$ cat src/rtl/uart_rx_byte.sv
// uart_rx_byte: 8N1 UART receiver with 2-flop input sync, mid-bit sampling,
// one-cycle data_valid / frame_err strobes and a busy flag.
module uart_rx_byte #(
  parameter int CLKS_PER_BIT = 868,
  parameter int CNT_W        = 16
) (
  input  logic       Clk,
  input  logic       Rst_n,
  input  logic       RX,
  output logic [7:0] Data_RX,
  output logic       data_valid,
  output logic       frame_err,
  output logic       is_busy
);
  localparam logic [CNT_W-1:0] FULL = CNT_W'(CLKS_PER_BIT - 1);
  localparam logic [CNT_W-1:0] HALF = CNT_W'((CLKS_PER_BIT - 1) / 2);
  typedef enum logic [1:0] {IDLE, START, DATA, STOP} state_t;
  state_t           state;
  logic             rx_m, rx_s, wait_high;
  logic [CNT_W-1:0] cnt;
  logic [2:0]       idx;
  logic [7:0]       sh;
  assign is_busy = state != IDLE;
  always_ff @(posedge Clk or negedge Rst_n)
    if (!Rst_n) begin
      state      <= IDLE;
      rx_m       <= 1'b1;
      rx_s       <= 1'b1;
      wait_high  <= 1'b0;
      cnt        <= '0;
      idx        <= '0;
      sh         <= '0;
      Data_RX    <= '0;
      data_valid <= 1'b0;
      frame_err  <= 1'b0;
    end else begin
      rx_m       <= RX;
      rx_s       <= rx_m;
      data_valid <= 1'b0;
      frame_err  <= 1'b0;
      case (state)
        IDLE: begin
          cnt <= '0;
          // after a bad stop bit the line must return high before re-arming
          if (rx_s) wait_high <= 1'b0;
          else if (!wait_high) state <= START;
        end
        START:
          if (cnt == HALF) begin
            cnt   <= '0;
            idx   <= '0;
            state <= rx_s ? IDLE : DATA;
          end else cnt <= cnt + 1'b1;
        DATA:
          if (cnt == FULL) begin
            cnt     <= '0;
            sh[idx] <= rx_s;
            idx     <= idx + 3'd1;
            if (idx == 3'd7) state <= STOP;
          end else cnt <= cnt + 1'b1;
        STOP:
          if (cnt == FULL) begin
            cnt   <= '0;
            state <= IDLE;
            if (rx_s) begin
              Data_RX    <= sh;
              data_valid <= 1'b1;
            end else begin
              frame_err <= 1'b1;
              wait_high <= 1'b1;
            end
          end else cnt <= cnt + 1'b1;
        default: state <= IDLE;
      endcase
    end
endmodule
$ cat config.mk
export PLATFORM = sky130hd
export DESIGN_NAME = uart_rx_byte
export DESIGN_NICKNAME = d
export VERILOG_FILES = /design/src/rtl/uart_rx_byte.sv
export SDC_FILE = /design/constraint.sdc
export NUM_CORES = 1
export LEC_CHECK = 0
export BUFFER_PORTS_ARGS = -buffer_cell sky130_fd_sc_hd__buf_2
export CORE_UTILIZATION = 46
export DETAILED_ROUTE_END_ITERATION = 10
export GPL_TIMING_DRIVEN = 0
export PLACE_DENSITY = 0.63
export SLEW_MARGIN = 15
export SYNTH_ARGS = -nofsm -noshare
export SYNTH_HDL_FRONTEND = slang
export SYNTH_SLANG_ARGS = --single-unit
export TNS_END_PERCENT = 20
$ cat constraint.sdc
create_clock -name Clk -period 3.45 [get_ports Clk]
set_input_delay 0.5175 -clock Clk [delete_from_list [all_inputs] [get_ports Clk]]
set_output_delay 0.5175 -clock Clk [all_outputs]
set_load 0.005 [all_outputs]
* Yosys cells after proc, flatten, opt, wreduce, memory -nomap -nowiden
Index checks and enable logic that the tools add are counted.
Widths: inputs -> output; s select.
** Word-level totals
- Flip-flop bits (word level) :: 42
- Input bits :: 3
** Cells by class
- Add/sub/neg operators :: 2
- $lt $le $gt $ge :: 2
- Eq/ne operators :: 14
- Multiplexer cells :: 27
- Reductions and logical operators :: 11
** Operator list (number)
- $pmux 16 s3 :: 1
- $mux 16 :: 2
- $add 16x1->16 const B :: 1
- $eq 16x10->1 const B :: 1
- $eq 16x9->1 const B :: 1
- $ne 2x2->1 const B :: 8
- $mux 2 :: 7
- $mux 1 :: 10
- $bwmux 8 :: 1
- $pmux 2 s4 :: 1
- $mux 3 :: 2
- $pmux 3 s2 :: 1
- $reduce_and 3->1 :: 2
- $reduce_and 6->1 :: 1
- $reduce_bool 2->1 :: 3
- $eq 2x2->1 const B :: 2
- $lt 3x4->1 const B :: 1
- $reduce_and 4->1 :: 1
- $add 3x1->3 const B :: 1
- $demux 1 s3 :: 1
- $eq 3x3->1 const B :: 1
- $ge 3x1->1 const B :: 1
- $eq 2x1->1 const B :: 1
- $logic_not 2->1 :: 1
- 4 further kinds :: 4

* Longest topological paths before layout
Gate-level depths: netlist of the first run.
- Depth in word-level cells :: 5
- Gate-level depth with buffers :: 7

* Least setup slack after synthesis of the first run
OpenSTA, ideal clock, no wires.
- Kind :: register -> register
- Start :: register cnt[3]
- End :: register cnt[2]
- Setup time :: 0.119 ns
- Arrival time :: 2.036 ns
- Setup slack :: 1.295 ns
- Cell stages (with the launch flop) :: 6
- Path buffers :: 1
- Clock period less this slack :: 2.155 ns
- Cells stage by stage :: dfrtp_1 -> or4_4 -> or4_1 -> a22oi_4 -> buf_6 -> nor2_1
** Between the ends
- Longest elaborated chain between the ends :: 3
- Elaborated cells between the ends (all ways) :: 5
** RTL lines
- from (decl) :: line 20 : logic [CNT_W-1:0] cnt;
- from (signal assigned) :: line 53 : end else cnt <= cnt + 1'b1;
- from (signal assigned) :: line 60 : end else cnt <= cnt + 1'b1;
- from (signal assigned) :: line 72 : end else cnt <= cnt + 1'b1;
- $eq 16x10->1 / $eq 16x9->1 (equally long branches) :: line 55, 62, 49
- $mux 16, on equally long branches :: line 55, 62, 49
- $pmux 16 s3 * :: line 41 : case (state)
Mark *: on every way between the ends. The rest lies on a longest branch, timed or not.
A chain may end at the register's enable or synchronous reset.

* Worst setup path in the final report of the first run
- Start :: register cnt[0]
- End :: register Data_RX[2]
** Between the ends
- Longest elaborated chain between the ends :: 2
** RTL lines
- $eq 16x10->1 :: line 62 : if (cnt == FULL) begin
- $reduce_and 3->1 (no source line)
- to (signal assigned) :: line 66 : Data_RX <= sh;
- to (decl) :: line 10 : output logic [7:0] Data_RX,
No other way between the ends.

==> reports/qor.yml, run 1 <==
dr.first_iter.drc_count: 61
post-synth-top-count-cell: "dfrtp_1"
p_leak_nw: 1.04
synthFlopType: "dfrtp_1"
synth-xor-area-share: 0.0530
hold_class: "input port to register"
clock_sinks: 42
grt_overflow_total: 0
grt_antenna_before_repair: 0
grt_pass1_wl_um: 5920
nFillCells: 353
ys_async_sr_fraction: 1.00
clk_pin_slew_ns: 0.07
path_cells: "ha_1 -> or4bb_1 -> nor4_1 -> nand4_2 -> mux2_2"
multiInputGateArea_sq_um: 888
min_to: "rx_m"
r2r_end: "Data_RX[2]"
root_buffer: "clkbuf_8"
clock_path_buffers: 2
grt_max_degree: 43
cap_violations: 0
drive_gt1_frac: 0.271
io_pins: 14
cp_slowest_cell: "or4bb_1"
initial_core_util: 0.489
power_uw: 827
seq_area_sq_um: 1050
num_antenna_cells: 0
rsz0062_at_grt: "no"
max_freq_mhz: 426
synthTopCellsByCount: "dfrtp_1, mux2_2, nor2_1"
synth_top_family_by_area: "simple AND/OR/NAND/NOR gates"
worstMarginPinSlew_ns: 0.906
routedWlPerCell_um: 14.3
critPathBufInv: 0
track_usage: 0.179
synth_top_area_frac: 0.504
htreeDepth: 2
final_hold_viol_count: 0
die_h_um: 67.7
dp_hpwl_um: 2420
relSlewSlack: 0.396
status: "complete, no violations"
syn_nets: 174
postCtsResizedCells: 0
worstHoldPathCells: 1
setup_viol: 0
syn2layout_area_growth_pct: 11.0
power.density_nw_per_um2: 375
ys_seq_area_frac: 0.531
drt-total-wl_um: 3420
postSynthCellCount: 167
ys_warn_count: 0
cts_tree: "yes"
dr_total_vias: 1326
clkLatencyLatePin_ns: 0.29
yosys.area.top_type: "dfrtp_1"
ff2ff_setup_slack_ns: 1.10
critPathKind: "register to register"
tns_ns: 0
port_buffers: 13
die-area_sq_um: 4580
end_kind: "register"
drt_first_pass_iters: 4
rows: 23
ant_nets: 0
max_stage_delay_ns: 0.50
slew_violations: 0
final_net_count: 194
ys_types: 38
die_w_um: 67.7
synth-edff-count: 0
min_period_over_period: 0.681
synth_compound_area_frac: 0.0542
syn_area_per_cell_sq_um: 11.9
syn_area_sq_um: 1980
grt_pass1_vias: 1309
crit_required_ns: 3.63
post_drt_via_cell_ratio: 5.57
synthMuxAreaShare: 0.102
ys_ff_latch: 42
min_period_ns: 2.35
synth-simple-area-share: 0.214
hold_buffers: 0
critPathTopFamily: "simple AND/OR/NAND/NOR gates"
synth_area_leaders: "dfrtp_1, mux2_2, xor2_1"
ir_worst_vdd_uv: 267
reg2reg_depth: 5
cts_setup_buffers: 0
drc: 0
worstPathMaxFanout: 8
synthAdderAreaFrac: 0.0252
arrival_ns: 2.53
core-area_sq_um: 4060
finClkSkew_ns: 0.00438
startpoint_type: "register"
r2r_start: "cnt[0]"
numCtsBuffers: 5
gp_congestion: 0.826
hold_path.startpoint: "RX"
-- where the power goes --
| part | switching (mW) | internal (mW) | total, mW | leakage [nW] |
|---|---|---|---|---|
| Sequential | 0.00129 | 0.494 | 0.495 | 0.565 |
| Combinational | 0.0105 | 0.00113 | 0.0117 | 0.426 |
| Clock | 0.158 | 0.161 | 0.320 | 0.0482 |
-- logic make-up after synthesis --
kind of cell | after synthesis
AND/OR/NAND/NOR | 69
flip-flops | 42
multiplexers | 18
AO/OA/AOI/OAI | 14
XOR/XNOR | 12
buffers and inverters | 8
adder cells (fa/ha/maj) | 4
-- worst max path at each step --
| stage | startpoint | to | slack (ns) | cells past startpoint |
|---|---|---|---|---|
| 2_1_floorplan | cnt[3] | cnt[2] | 1.29 | 5 |
| 3_3_place_gp | cnt[0] | cnt[12] | 1.14 | 7 |
| 3_5_place_dp | cnt[0] | Data_RX[2] | 1.09 | 5 |
| 4_1_cts | cnt[0] | Data_RX[2] | 1.08 | 5 |
| 5_1_grt | cnt[0] | Data_RX[4] | 0.94 | 5 |
| 6_report | cnt[0] | Data_RX[2] | 1.10 | 5 |
-- through the flow --
step | worst slack [ns] | std cells | area (sq um) | hold slack [ns] | util
5_1_grt | 0.937 | 238 | 2200 | 0.299 | 0.543
3_5_place_dp | 1.09 | 230 | 2110 | 0.347 | 0.521
2_1_floorplan | 1.29 | 167 | 1980 | 0.222 | -
6_report | 1.10 | 238 | 2200 | 0.315 | 0.543
4_1_cts | 1.08 | 238 | 2200 | 0.307 | 0.543
3_3_place_gp | 1.14 | 230 | 2110 | 0.346 | 0.521
-- cells in the final DEF (no fill, tap or decap), types with 3 or more instances in the layout --
master / synthesis / layout
dfrtp_1: 40 / 40
nor2_1: 17 / 17
mux2_2: 17 / 17
buf_2: 1 / 14
xor2_1: 11 / 11
nand4_1: 8 / 8
nand3_1: 8 / 8
clkbuf_8: 0 / 6
nand2_1: 5 / 5
inv_1: 4 / 4
and3_1: 4 / 4
o21ai_0: 4 / 4
nor4_1: 4 / 4
nand4b_1: 4 / 4
ha_1: 4 / 4
a21oi_1: 3 / 3
and2_1: 3 / 3
a22o_1: 3 / 3
-- registers in the layout, indices dropped and copies added, names as in the netlist, named ones only --
name / cells
rx_m: 1
Data_RX: 8
data_valid: 1
wait_high: 1
state: 1
sh: 8
cnt: 16
frame_err: 1
rx_s: 1
idx: 3
-- routing by layer --
layer,share of wire,up-vias,GRT usage
met3,0.030,6,0.0557
met2,0.50,19,0.295
met1,0.45,650,0.211
li1,-,651,-
met5,0,-,0
met4,0.020,0,0.0851
-- area by class of cell --
class | instances | area share
buffer | 4 | 0.0125
timing repair buffer | 13 | 0.0295
inverter | 4 | 0.00681
sequential | 42 | 0.478
tap | 50 | 0.0284
clock inverter | 1 | 0.00227
clock buffer | 7 | 0.0392
multi-input combinational | 117 | 0.403
No activity file was read; power rests on OpenSTA's default activity.
==> run 2, diff against run 1 <==
Settings changed: PLACE_DENSITY 0.63 to 0.66.
Clock period 3.45 ns to 2 ns, I/O delays scaled along.
==> reports/qor.yml, run 2 (synthesized netlist as in run 1, its figures left out) <==
rows: 23
grtUsageMet3: 0.0693
finClkSkew_ns: 0.00671
status: "complete, but fails checks"
largestRegisters: "cnt x16, Data_RX x8, sh x8"
place_area_sq_um: 2130
fin_area_sq_um: 2430
dr_total_vias: 1474
io_pins: 14
numCtsBuffers: 5
setup_ws_ns: -0.197
num_antenna_cells: 0
arrival_ns: 2.39
die-area_sq_um: 4580
core-area_sq_um: 4060
dp_hpwl_um: 2570
end_kind: "register"
drive_gt1_frac: 0.406
p_clk_frac: 0.392
critPathKind: "register to register"
die_w_um: 67.7
crit_required_ns: 2.19
slew_violations: 0
drt_first_pass_iters: 5
setup_viol: 38
grt_pass1_vias: 1434
violations: "negative setup slack"
gp_congestion: 0.893
syn2layout_area_growth_pct: 22.6
fin_cells: 257
hold_class: "input port to register"
max_freq_mhz: 455
clock_path_buffers: 2
initial_core_util: 0.489
dr.first_iter.drc_count: 101
min_period_over_period: 1.10
rsz0062_at_grt: "yes"
cap_violations: 0
min_period_ns: 2.20
startpoint_type: "register"
dp_cells: 230
clkLatencyLatePin_ns: 0.30
p_sw_uw: 309
gr-usage-met1: 0.224
clock_sinks: 42
grt_antenna_before_repair: 0
power.density_nw_per_um2: 592
grt_overflow_total: 0
p_seq_frac: 0.593
use_met2: 0.355
final_hold_viol_count: 0
ir_worst_vdd_uv: 309
p_leak_nw: 1.14
final_cell_mix: "dfrtp_1, mux2_2, buf_4, buf_2, nor2_1"
die_h_um: 67.7
regMostFlops: "cnt"
grt_max_degree: 43
grt_most_used_layer: "met2"
ant_nets: 0
track_usage: 0.206
drc: 0
grt_pass1_wl_um: 6670
clk_pin_slew_ns: 0.08
cp_slowest_cell: "or4_4"
port_buffers: 13
root_buffer: "clkbuf_8"
final_common_cell: "dfrtp_1"
final_net_count: 213
internal_power_mw: 1.13
post_drt_via_cell_ratio: 5.74
cts_tree: "yes"
power_switching_share: 0.214
largest_register_ffs: 16
path_cells: "or4_4 -> or4_4 -> a22oi_4 -> buf_6 -> nor2_1"
worstPathMaxFanout: 5
drt-total-wl_um: 4270
p_comb_frac: 0.015
max_stage_delay_ns: 0.58
path_common_cell: "or4_4"
htreeDepth: 2
routedWlPerCell_um: 16.6
relSlewSlack: 0.380
worstMarginPinSlew_ns: 0.930
## run 2: layout make-up
class	count	area, sq um
tap	50	62.6
clock inverter	1	5.00
sequential	42	1050
buffer	3	26.3
clock buffer	7	86.3
fill	338	1620
multi-input combinational	117	950
inverter	4	15.0
timing repair buffer	33	234
## run 2: what timing repair did
action	CTS	global route
endpoints found under the setup margin	38	39
pin swaps	10	6
cloned	1	0
resized for setup	7	13
hold buffers	0	0
setup buffers	13	6
## run 2: final timing paths
check	slack (ns)	from	to	cells past startpoint
min in group asynchronous	0.13	Rst_n	Data_RX[3]	1
min	0.09	RX	rx_m	1
max reg2reg	-0.20	cnt[11]	cnt[2]	5
max	-0.20	cnt[11]	cnt[2]	5
min reg2reg	0.36	rx_m	rx_s	0
max in group asynchronous	1.23	Rst_n	cnt[11]	1
## run 2: worst max-delay path: cells and delay by family (launching register included)
kind | cells | cell delay [ns]
AO/OA/AOI/OAI | 1 | 0.29
buffers and inverters | 1 | 0.17
flip-flops | 1 | 0.43
AND/OR/NAND/NOR | 3 | 1.18
## run 2: stage by stage
step,utilization,worst slack (ns),setup TNS (ns),power [mW],hold WS (ns)
floorplan,-,-0.126,-1.88,0.873,0.00441
global placement,0.525,-0.293,-7.57,0.892,0.346
detailed placement,0.525,-0.411,-9.98,0.893,0.347
CTS,0.581,-0.204,-5.09,1.46,0.0810
global route,0.600,-0.264,-8.23,1.50,0.0766
finish,0.600,-0.197,-5.72,1.44,0.0884
## run 2: routing by layer
| metal | vias up | share of wire |
|---|---|---|
| li1 | 689 | - |
| met4 | 0 | 0.023 |
| met5 | - | 0 |
| met3 | 9 | 0.033 |
| met2 | 38 | 0.53 |
| met1 | 738 | 0.41 |
## run 2: power by group through the flow
stage | sequential, mW | combinational (mW) | clock, mW
2_1_floorplan | 0.871 | 0.00220 | 0
3_3_place_gp | 0.871 | 0.0208 | 0
3_5_place_dp | 0.871 | 0.0221 | 0
4_1_cts | 0.854 | 0.0221 | 0.580
5_1_grt | 0.855 | 0.0248 | 0.622
6_report | 0.855 | 0.0209 | 0.566
==> run 3, diff against run 2 <==
Settings changed: ABC_AREA set to 1, CORE_ASPECT_RATIO set to 1.2.
==> reports/qor.yml, run 3 <==
drc: 0
grt_pass1_vias: 1510
drive_gt1_frac: 0.197
reg2reg_depth: 9
ys_ff_latch: 42
numCtsBuffers: 5
grt_max_degree: 43
power_mw: 1.54
internal_power_mw: 1.23
ys_types: 28
max_freq_mhz: 630
postSynthCellCount: 243
dp_slack_ns: 0.419
dp_cells: 312
io_pins: 14
nFillCells: 412
fin_area_sq_um: 2330
cts_setup_buffers: 0
endpoint: "cnt[15]"
gp_congestion: 0.838
r2r_start: "cnt[0]"
dr_total_vias: 1541
final_net_count: 270
syn_area_sq_um: 2090
grt_overflow_total: 0
path_common_cell: "nand2_1"
cap_violations: 0
slew_violations: 0
hold_class: "input port to register"
clock_path_buffers: 2
final_core_utilization: 0.543
synthTopCellsByCount: "nand2_1, dfrtp_1, nor2_1"
root_buffer: "clkbuf_8"
fin_cells: 320
syn2layout_area_growth_pct: 11.7
ys_seq_area_frac: 0.504
setup_ws_ns: 0.414
cp_slowest_cell: "dfrtp_1"
post-synth-top-count-cell: "nand2_1"
post_drt_via_cell_ratio: 4.82
core-area_sq_um: 4290
drt_first_pass_iters: 4
final_common_cell: "nand2_1"
final_cell_mix: "nand2_1, dfrtp_1, nor2_1, inv_1, buf_2"
tns_ns: 0
ys_warn_count: 0
multiInputGateArea_sq_um: 928
critPathBufInv: 2
critPathLaunch: "cnt[0]"
p_seq_frac: 0.556
cts_tree: "yes"
power.density_nw_per_um2: 659
synth_top_area_frac: 0.479
p_clk_frac: 0.431
die_w_um: 63.5
grt_antenna_before_repair: 0
final_hold_viol_count: 0
status: "complete, no violations"
ff2ff_setup_slack_ns: 0.41
ant_nets: 0
clkLatencyLatePin_ns: 0.30
syn_area_per_cell_sq_um: 8.59
min_period_ns: 1.59
relSlewSlack: 0.397
place_area_sq_um: 2220
htreeDepth: 2
critPathTopFamily: "simple AND/OR/NAND/NOR gates"
synth_area_leaders: "dfrtp_1, nand2_1, nor2_1"
routedWlPerCell_um: 11.3
crit_required_ns: 2.18
die-area_sq_um: 4810
dr.first_iter.drc_count: 82
regMostFlops: "cnt"
grt_pass1_wl_um: 6350
p_comb_frac: 0.013
die_h_um: 75.8
yosys.area.top_type: "dfrtp_1"
seq_area_sq_um: 1050
min_period_over_period: 0.793
path_cells: "ha_1 -> nand3_2 -> nor2_4 -> nand2_1 -> nand2_1 -> nand2_1 -> inv_2 -> buf_6 -> nor2_1"
rsz0062_at_grt: "no"
max_stage_delay_ns: 0.39
end_kind: "register"
clk_pin_slew_ns: 0.08
clock_sinks: 42
r2r_end: "cnt[15]"
crit_cells: 9
syn_nets: 250
setup_viol: 0
dp_hpwl_um: 2670
p_leak_nw: 1.13
worstMarginPinSlew_ns: 0.905
startpoint_type: "register"
worstPathMaxFanout: 10
hold_ws_ns: 0.0989
ir_worst_vdd_uv: 350
drt-total-wl_um: 3600
largest_register_ffs: 16
ys_async_sr_fraction: 1.00
synth-edff-count: 0
power_switching_share: 0.202
p_sw_uw: 310
track_usage: 0.172
hold_buffers: 0
initial_core_util: 0.486
port_buffers: 13
critPathKind: "register to register"
num_antenna_cells: 0
finClkSkew_ns: 0.00761
synthFlopType: "dfrtp_1"
postCtsResizedCells: 0
rows: 26
largestRegisters: "cnt x16, Data_RX x8, sh x8"
arrival_ns: 1.77
run 3: worst min path at each step:
stage | start | to | slack, ns | cells past startpoint
floorplan | Rst_n | Data_RX[0] | 0.004 | 0
detailed placement | rx_m | rx_s | 0.35 | 0
finish | RX | rx_m | 0.1 | 1
global route | RX | rx_m | 0.09 | 1
CTS | RX | rx_m | 0.09 | 1
global placement | rx_m | rx_s | 0.35 | 0
run 3: per-layer routing:
metal / track usage / part of all wire / wire length [um] / vias to the layer above
li1: - / - / - / 813
met5: 0 / 0 / 0 / -
met2: 0.327 / 0.52 / 1860 / 20
met1: 0.189 / 0.44 / 1600 / 703
met4: 0.0833 / 0.015 / 54 / 0
met3: 0.0269 / 0.024 / 85 / 5
run 3: area by class of cell:
type,instances,share of cell area
Multi-Input combinational cell,176,0.398
Inverter,24,0.0408
Clock buffer,6,0.0311
Timing Repair Buffer,13,0.0279
Buffer,1,0.00483
Sequential cell,42,0.451
Tap cell,56,0.0300
Clock inverter,2,0.0161
run 3: cells by family (layout without fill, tap and decap cells):
kind of cell | after synthesis | after routing | share of synthesized area
AO/OA/AOI/OAI | 24 | 24 | 0.0599
XOR/XNOR | 6 | 6 | 0.0252
adder cells (fa/ha/maj) | 4 | 4 | 0.0240
buffers and inverters | 25 | 46 | 0.0509
flip-flops | 42 | 42 | 0.504
AND/OR/NAND/NOR | 142 | 142 | 0.336
run 3: power by group through the flow:
| stage | Sequential, mW | Combinational [mW] | Clock, mW |
|---|---|---|---|
| 2_1_floorplan | 0.871 | 0.00220 | 0 |
| 3_3_place_gp | 0.872 | 0.0214 | 0 |
| 3_5_place_dp | 0.872 | 0.0218 | 0 |
| 4_1_cts | 0.855 | 0.0218 | 0.679 |
| 5_1_grt | 0.856 | 0.0245 | 0.711 |
| 6_report | 0.855 | 0.0200 | 0.662 |
run 3: worst reg2reg max path: stages (launching register included):
cell	delay [ns]
dfrtp_1	0.39
ha_1	0.23
nand3_2	0.13
nor2_4	0.15
nand2_1	0.09
nand2_1	0.06
nand2_1	0.09
inv_2	0.12
buf_6	0.16
nor2_1	0.06
